===== config.mk =====
export PLATFORM = sky130hd
export DESIGN_NAME = fcall_initiator_flat
export DESIGN_NICKNAME = d
export VERILOG_FILES = /design/src/rtl/fcall_initiator_if.sv /design/src/rtl/fcall_initiator.sv /design/src/flat_wrapper.sv
export SDC_FILE = /design/constraint.sdc
export NUM_CORES = 1
export LEC_CHECK = 0
export ABC_AREA = 1
export CAP_MARGIN = 25
export CORE_MARGIN = 2
export CORE_UTILIZATION = 52
export DETAILED_ROUTE_END_ITERATION = 6
export GPL_TIMING_DRIVEN = 0
export HOLD_SLACK_MARGIN = 0.05
export PLACE_DENSITY = 0.92
export SYNTH_ARGS = -nofsm -noshare
export SYNTH_HDL_FRONTEND = slang
export SYNTH_SLANG_ARGS = --single-unit

===== constraint.sdc =====
create_clock -name clock -period 6.3 [get_ports clock]
set_input_delay 1.575 -clock clock [delete_from_list [all_inputs] [get_ports clock]]
set_output_delay 1.575 -clock clock [all_outputs]
set_load 0.02 [all_outputs]

===== src/rtl/fcall_initiator_if.sv =====
// Host-side request/response port of fcall_initiator: argument tuples in, callee results out.
interface fcall_initiator_if #(
  parameter int WIDTH = 8,
  parameter int NARGS = 3
) ();
  logic                   req_valid;
  logic                   req_ack;
  logic [NARGS*WIDTH-1:0] req_args;
  logic                   rsp_valid;
  logic                   rsp_ready;
  logic [WIDTH-1:0]       rsp_result;
  logic                   rsp_timeout;

  modport master (
    output req_valid, req_args, rsp_ready,
    input  req_ack, rsp_valid, rsp_result, rsp_timeout
  );

  modport slave (
    input  req_valid, req_args, rsp_ready,
    output req_ack, rsp_valid, rsp_result, rsp_timeout
  );
endinterface


===== src/rtl/fcall_initiator.sv =====
// Caller-side driver for level ready/done function blocks: holds arguments, raises ready,
// masks stale done, captures the result (or a timeout) and re-arms the callee between calls.
module fcall_initiator #(
  parameter int WIDTH        = 8,
  parameter int NARGS        = 3,
  parameter int DONE_MASK    = 2,
  parameter int REARM_CYCLES = 1,
  parameter int TIMEOUT      = 1024
) (
  input  logic                   clock,
  input  logic                   reset,
  fcall_initiator_if.slave       host,
  output logic                   fn_ready,
  input  logic                   fn_done,
  output logic [NARGS*WIDTH-1:0] fn_args,
  input  logic [WIDTH-1:0]       fn_result,
  output logic                   busy,
  output logic [15:0]            call_count
);
  localparam int MW = (DONE_MASK > 1)    ? $clog2(DONE_MASK + 1)    : 1;
  localparam int RW = (REARM_CYCLES > 1) ? $clog2(REARM_CYCLES + 1) : 1;
  localparam int TW = (TIMEOUT > 1)      ? $clog2(TIMEOUT + 1)      : 1;

  typedef enum logic [1:0] {S_IDLE, S_MASK, S_WAIT, S_REARM} state_t;

  state_t                 state_q, state_d;
  logic [MW-1:0]          mask_q, mask_d;
  logic [RW-1:0]          rearm_q, rearm_d;
  logic [TW-1:0]          tmo_q, tmo_d;
  logic                   fn_ready_q, fn_ready_d;
  logic [NARGS*WIDTH-1:0] fn_args_q, fn_args_d;
  logic                   rsp_valid_q, rsp_valid_d;
  logic [WIDTH-1:0]       rsp_result_q, rsp_result_d;
  logic                   rsp_timeout_q, rsp_timeout_d;
  logic [15:0]            call_count_q, call_count_d;

  logic ack;
  logic tmo_hit;

  // A request is taken only while idle and the response slot is free or draining this edge.
  assign ack     = (state_q == S_IDLE) && host.req_valid && (!rsp_valid_q || host.rsp_ready);
  assign tmo_hit = (TIMEOUT != 0) && (tmo_q == TW'(TIMEOUT));

  // NOTE: every _d gets its hold value before the case, so no path through this block
  // leaves a signal unassigned and no latch is inferred.
  always_comb begin
    state_d       = state_q;
    mask_d        = mask_q;
    rearm_d       = rearm_q;
    tmo_d         = tmo_q;
    fn_ready_d    = fn_ready_q;
    fn_args_d     = fn_args_q;
    rsp_valid_d   = rsp_valid_q;
    rsp_result_d  = rsp_result_q;
    rsp_timeout_d = rsp_timeout_q;
    call_count_d  = call_count_q;

    if (rsp_valid_q && host.rsp_ready) rsp_valid_d = 1'b0;
    if (fn_ready_q && (tmo_q != TW'(TIMEOUT))) tmo_d = tmo_q + TW'(1);

    unique case (state_q)
      S_IDLE: begin
        if (ack) begin
          fn_args_d  = host.req_args;
          fn_ready_d = 1'b1;
          mask_d     = MW'(DONE_MASK);
          tmo_d      = TW'(1);
          state_d    = (DONE_MASK == 0) ? S_WAIT : S_MASK;
        end
      end
      S_MASK: begin
        mask_d = mask_q - MW'(1);
        if (mask_q == MW'(1)) state_d = S_WAIT;
      end
      S_WAIT: begin
        // done takes priority over a timeout landing on the same edge
        if (fn_done || tmo_hit) begin
          rsp_result_d  = fn_done ? fn_result : '0;
          rsp_timeout_d = !fn_done;
          rsp_valid_d   = 1'b1;
          fn_ready_d    = 1'b0;
          call_count_d  = call_count_q + 16'd1;
          rearm_d       = RW'(REARM_CYCLES);
          state_d       = S_REARM;
        end
      end
      S_REARM: begin
        rearm_d = rearm_q - RW'(1);
        if (rearm_q == RW'(1)) state_d = S_IDLE;
      end
      default: state_d = S_IDLE;
    endcase
  end

  // NOTE: state uses non-blocking assignments so every register samples pre-edge values.
  always_ff @(posedge clock or posedge reset) begin
    if (reset) begin
      state_q       <= S_IDLE;
      mask_q        <= '0;
      rearm_q       <= '0;
      tmo_q         <= '0;
      fn_ready_q    <= 1'b0;
      fn_args_q     <= '0;
      rsp_valid_q   <= 1'b0;
      rsp_result_q  <= '0;
      rsp_timeout_q <= 1'b0;
      call_count_q  <= '0;
    end else begin
      state_q       <= state_d;
      mask_q        <= mask_d;
      rearm_q       <= rearm_d;
      tmo_q         <= tmo_d;
      fn_ready_q    <= fn_ready_d;
      fn_args_q     <= fn_args_d;
      rsp_valid_q   <= rsp_valid_d;
      rsp_result_q  <= rsp_result_d;
      rsp_timeout_q <= rsp_timeout_d;
      call_count_q  <= call_count_d;
    end
  end

  // req_ack is gated by reset because the idle decode alone would let it follow req_valid.
  assign host.req_ack     = ack && !reset;
  assign host.rsp_valid   = rsp_valid_q;
  assign host.rsp_result  = rsp_result_q;
  assign host.rsp_timeout = rsp_timeout_q;
  assign fn_ready         = fn_ready_q;
  assign fn_args          = fn_args_q;
  assign busy             = (state_q != S_IDLE);
  assign call_count       = call_count_q;
endmodule


===== src/flat_wrapper.sv =====
// flat-port wrapper written by rule: the top's interface ports become plain ports
module fcall_initiator_flat 
#(
  parameter int WIDTH        = 8,
  parameter int NARGS        = 3,
  parameter int DONE_MASK    = 2,
  parameter int REARM_CYCLES = 1,
  parameter int TIMEOUT      = 1024
)
  (clock, reset, fn_ready, fn_done, fn_args, fn_result, busy, call_count, host_req_valid, host_req_args, host_rsp_ready, host_req_ack, host_rsp_valid, host_rsp_result, host_rsp_timeout);
  fcall_initiator_if #(.WIDTH(WIDTH), .NARGS(NARGS)) host_i ();
  input  logic clock;
  input  logic reset;
  output logic fn_ready;
  input  logic fn_done;
  output logic [NARGS*WIDTH-1:0] fn_args;
  input  logic [WIDTH-1:0] fn_result;
  output logic busy;
  output logic [15:0] call_count;
  input wire logic [$bits(host_i.req_valid)-1:0] host_req_valid;
  input wire logic [$bits(host_i.req_args)-1:0] host_req_args;
  input wire logic [$bits(host_i.rsp_ready)-1:0] host_rsp_ready;
  output wire logic [$bits(host_i.req_ack)-1:0] host_req_ack;
  output wire logic [$bits(host_i.rsp_valid)-1:0] host_rsp_valid;
  output wire logic [$bits(host_i.rsp_result)-1:0] host_rsp_result;
  output wire logic [$bits(host_i.rsp_timeout)-1:0] host_rsp_timeout;
  assign host_i.req_valid = host_req_valid;
  assign host_i.req_args = host_req_args;
  assign host_i.rsp_ready = host_rsp_ready;
  assign host_req_ack = host_i.req_ack;
  assign host_rsp_valid = host_i.rsp_valid;
  assign host_rsp_result = host_i.rsp_result;
  assign host_rsp_timeout = host_i.rsp_timeout;
  fcall_initiator #(.WIDTH(WIDTH), .NARGS(NARGS), .DONE_MASK(DONE_MASK), .REARM_CYCLES(REARM_CYCLES), .TIMEOUT(TIMEOUT)) u_core (.clock(clock), .reset(reset), .host(host_i), .fn_ready(fn_ready), .fn_done(fn_done), .fn_args(fn_args), .fn_result(fn_result), .busy(busy), .call_count(call_count));
endmodule

==> key figures <==
Run status
  • Status: complete, no violations

Synth
  • Avg Cell Area, Syn: 7.83 um2
  • Synth Register Bits: 67
  • Post-Syn Area: 3350 um2
  • Synth Flop Type: dfrtp_1
  • Async SR Flop Fraction: 1.00
  • Number of synthesized flops with an enable pin: 0
  • Count of unique library cells instantiated by Yosys: 23
  • Part of the Yosys area used for sequential elements: 0.501
  • Synth Instances: 428
  • Synthesis warning total: 0
  • Post-Syn Nets: 474

Global route
  • Largest net degree at the start of global routing: 39
  • Vias in the first global route: 3218
  • Total GRT Usage: 0.260
  • Met3 GRT Util: 0.0787
  • Grt ovf: 0
  • Global routing met1 resource utilization: 0.311
  • Initial antenna violation count: 0
  • GR Util met2: 0.434
  • Busiest metal layer after global routing: met2
  • Wire length of the first global-routing pass: 14700 um

Timing
  • Tcrit/Tclk final: 0.849
  • Tightest Pin Transition: 0.811 ns
  • Setup ws final: 0.949 ns
  • Fin. Hold Viols: 0
  • RSZ-0062 raised after global routing: false
  • Worst Skew: 0.00829 ns
  • Slew margin rel.: 0.458
  • Post-route minimum period: 5.35 ns
  • Setup Viol. Count Final: 0
  • Total negative slack: 0 ns
  • Slew Viols, Final: 0
  • Max Fclk: 187 MHz

Worst setup path
  • Crit path launch: host_rsp_ready
  • CP max FO: 10
  • Slowest-stage cell, CP: clkdlybuf4s50_1
  • CP endpoint kind: output port
  • FF-to-FF setup slack: 4.41 ns
  • R2R Path Start: u_core.state_q[1]$_DFFE_PP0P_
  • Reg-to-Reg End: u_core.fn_args[5]$_DFFE_PP0P_
  • Setup crit end: host_req_ack
  • Arr. time, crit path: 3.78 ns
  • Critical path's largest stage delay: 0.61 ns
  • Critical Path RT: 4.72 ns
  • CP Cell Sequence: clkdlybuf4s50_1 -> inv_1 -> nand2_1 -> nand2_1 -> nor2_2 -> inv_2 -> clkbuf_1 -> nor2_1 -> clkdlybuf4s50_1
  • FF-to-FF path depth: 8
  • Setup crit start kind: input pin
  • Critical path type: in -> out

Layout
  • P&R area growth vs syn: 36.6%
  • NumNets Final: 574
  • Non-filler cells, final: 610
  • Layout cells sized above 1: 0.0638
  • # diodes: 0

Detailed routing
  • Drt initial violations: 378
  • Avg WL per Cell: 14.1 um
  • Antenna violation net count after detailed routing: 0
  • Via density: 5.20
  • Drt drc: 0
  • Via count: 3169
  • Final wirelength: 8610 um
  • DR pass1 iterations: 5

Floorplanning
  • Io pins: 90
  • Site Rows: 29
  • Core box area: 6280 um2
  • Die H: 84.3 um
  • Die Wd: 84.3 um
  • DIE AREA: 7100 um2
  • Initial Util: 0.534

Clocking
  • Cts hold-fix bufs: 0
  • CTS root buf: clkbuf_8
  • Post-CTS resize count: 0
  • Maximum clock path buffer count: 2
  • Clk slew on worst S/H paths: 0.07 ns
  • Clk sinks: 67
  • Post-CTS Setup Inserts: 0
  • H-tree lvl count: 3
  • TritonCTS buffer count: 9
  • Later-pin clock latency in the skew report: 0.35 ns
  • CTS tree: yes

Job
  • Max-cap violations: 0

Pwr
  • Max rail drop VDD: 0.310 mV
  • Leak: 0.00218 uW
  • Power per cell area: 440 nW/um2

Placement
  • Dpl cells: 594
  • Detailed placement HPWL: 6150 um
  • Gpl congestion: 0.938
  • PortBufs: 88
  • Pre-CTS WS: 0.955 ns

Min path
  • Worst Hold Class: reg -> reg
-- stage by stage --
step	power (uW)	utilization	cell area, um2	hold slack [ns]
3_3_place_gp	1550	0.689	4330	0.453
4_1_cts	2020	0.729	4570	0.475
2_1_floorplan	1200	-	3350	0.459
6_report	2010	0.729	4570	0.474
5_1_grt	2140	0.729	4570	0.500
3_5_place_dp	1600	0.692	4350	0.459
-- flip-flops by register name, summed over array words and instances (netlist names) --
signal	flops
u_core.host.rsp_valid	1
u_core.tmo_q	11
u_core.host.rsp_timeout	1
u_core.rearm_q	1
u_core.host.rsp_result	8
u_core.call_count	16
u_core.fn_ready	1
u_core.fn_args	24
u_core.mask_q	2
u_core.state_q	2
-- power breakdown --
group | internal (uW) | switching (uW) | total, uW
Clock | 244 | 165 | 409
Sequential | 579 | 113 | 692
Combinational | 387 | 524 | 911
-- metal layers --
layer / vias up / share of wire
li1: 1529 / -
met1: 1494 / 0.40
met2: 126 / 0.50
met3: 20 / 0.080
met4: 0 / 0.019
met5: - / 0
-- Yosys cell counts, types with 2 or more instances --
| master | number | area share |
|---|---|---|
| a21oi_1 | 11 | 0.016 |
| buf_1 | 2 | 0.0022 |
| buf_2 | 4 | 0.0060 |
| buf_6 | 5 | 0.017 |
| clkbuf_1 | 2 | 0.0022 |
| dfrtp_1 | 67 | 0.50 |
| ha_1 | 9 | 0.034 |
| inv_1 | 32 | 0.036 |
| inv_2 | 2 | 0.0022 |
| nand2_1 | 194 | 0.22 |
| nand2_2 | 3 | 0.0056 |
| nand3_1 | 21 | 0.031 |
| nand4_1 | 6 | 0.011 |
| nor2_1 | 28 | 0.031 |
| nor2_2 | 2 | 0.0037 |
| nor3_1 | 5 | 0.0075 |
| o21ai_0 | 6 | 0.0090 |
| o21ai_1 | 9 | 0.013 |
| xnor2_1 | 6 | 0.016 |
| xor2_1 | 11 | 0.029 |
-- cells by family after synthesis --
group,after synthesis,synth area share
AO/OA/AOI/OAI,29,0.0478
XOR/XNOR,17,0.0445
adder cells (fa/ha/maj),9,0.0336
buffers and inverters,47,0.0654
flip-flops,67,0.501
AND/OR/NAND/NOR,259,0.308
-- final cells by class --
class,instances,area [um2]
Timing Repair Buffer,89,901
Tap cell,77,96.3
Multi-Input combinational cell,314,1450
Sequential cell,67,1680
Inverter,34,128
Buffer,13,91.3
Clock inverter,4,72.6
Clock buffer,12,155
Fill cell,419,1700
-- critical path: cells and delay by family --
kind / cells / cell delay (ns)
buffers and inverters: 5 / 1.53
and+or+nand+nor: 4 / 0.67
-- placed cells by master (no fill, tap or decap), types with 9 or more instances in the layout --
master / Yosys / routed
a21oi_1: 11 / 11
clkbuf_8: 0 / 11
clkdlybuf4s50_1: 0 / 88
dfrtp_1: 67 / 67
ha_1: 9 / 9
inv_1: 32 / 31
nand2_1: 194 / 194
nand3_1: 21 / 21
nor2_1: 28 / 28
o21ai_1: 9 / 9
xor2_1: 11 / 11
-- worst min-delay path by stage --
| stage | start | endpoint | slack [ns] | cells after the start |
|---|---|---|---|---|
| 3_3_place_gp | u_core.host.rsp_result[0]$_DFFE_PP0P_ | u_core.host.rsp_result[0]$_DFFE_PP0P_ | 0.45 | 2 |
| 5_1_grt | u_core.fn_args[3]$_DFFE_PP0P_ | u_core.fn_args[3]$_DFFE_PP0P_ | 0.50 | 2 |
| 3_5_place_dp | u_core.host.rsp_result[6]$_DFFE_PP0P_ | u_core.host.rsp_result[6]$_DFFE_PP0P_ | 0.46 | 2 |
| 2_1_floorplan | u_core.mask_q[0]$_DFFE_PP0P_ | u_core.mask_q[0]$_DFFE_PP0P_ | 0.46 | 1 |
| 6_report | u_core.fn_args[3]$_DFFE_PP0P_ | u_core.fn_args[3]$_DFFE_PP0P_ | 0.47 | 2 |
| 4_1_cts | u_core.fn_args[3]$_DFFE_PP0P_ | u_core.fn_args[3]$_DFFE_PP0P_ | 0.47 | 2 |
Power figures use the tool's default switching activity.
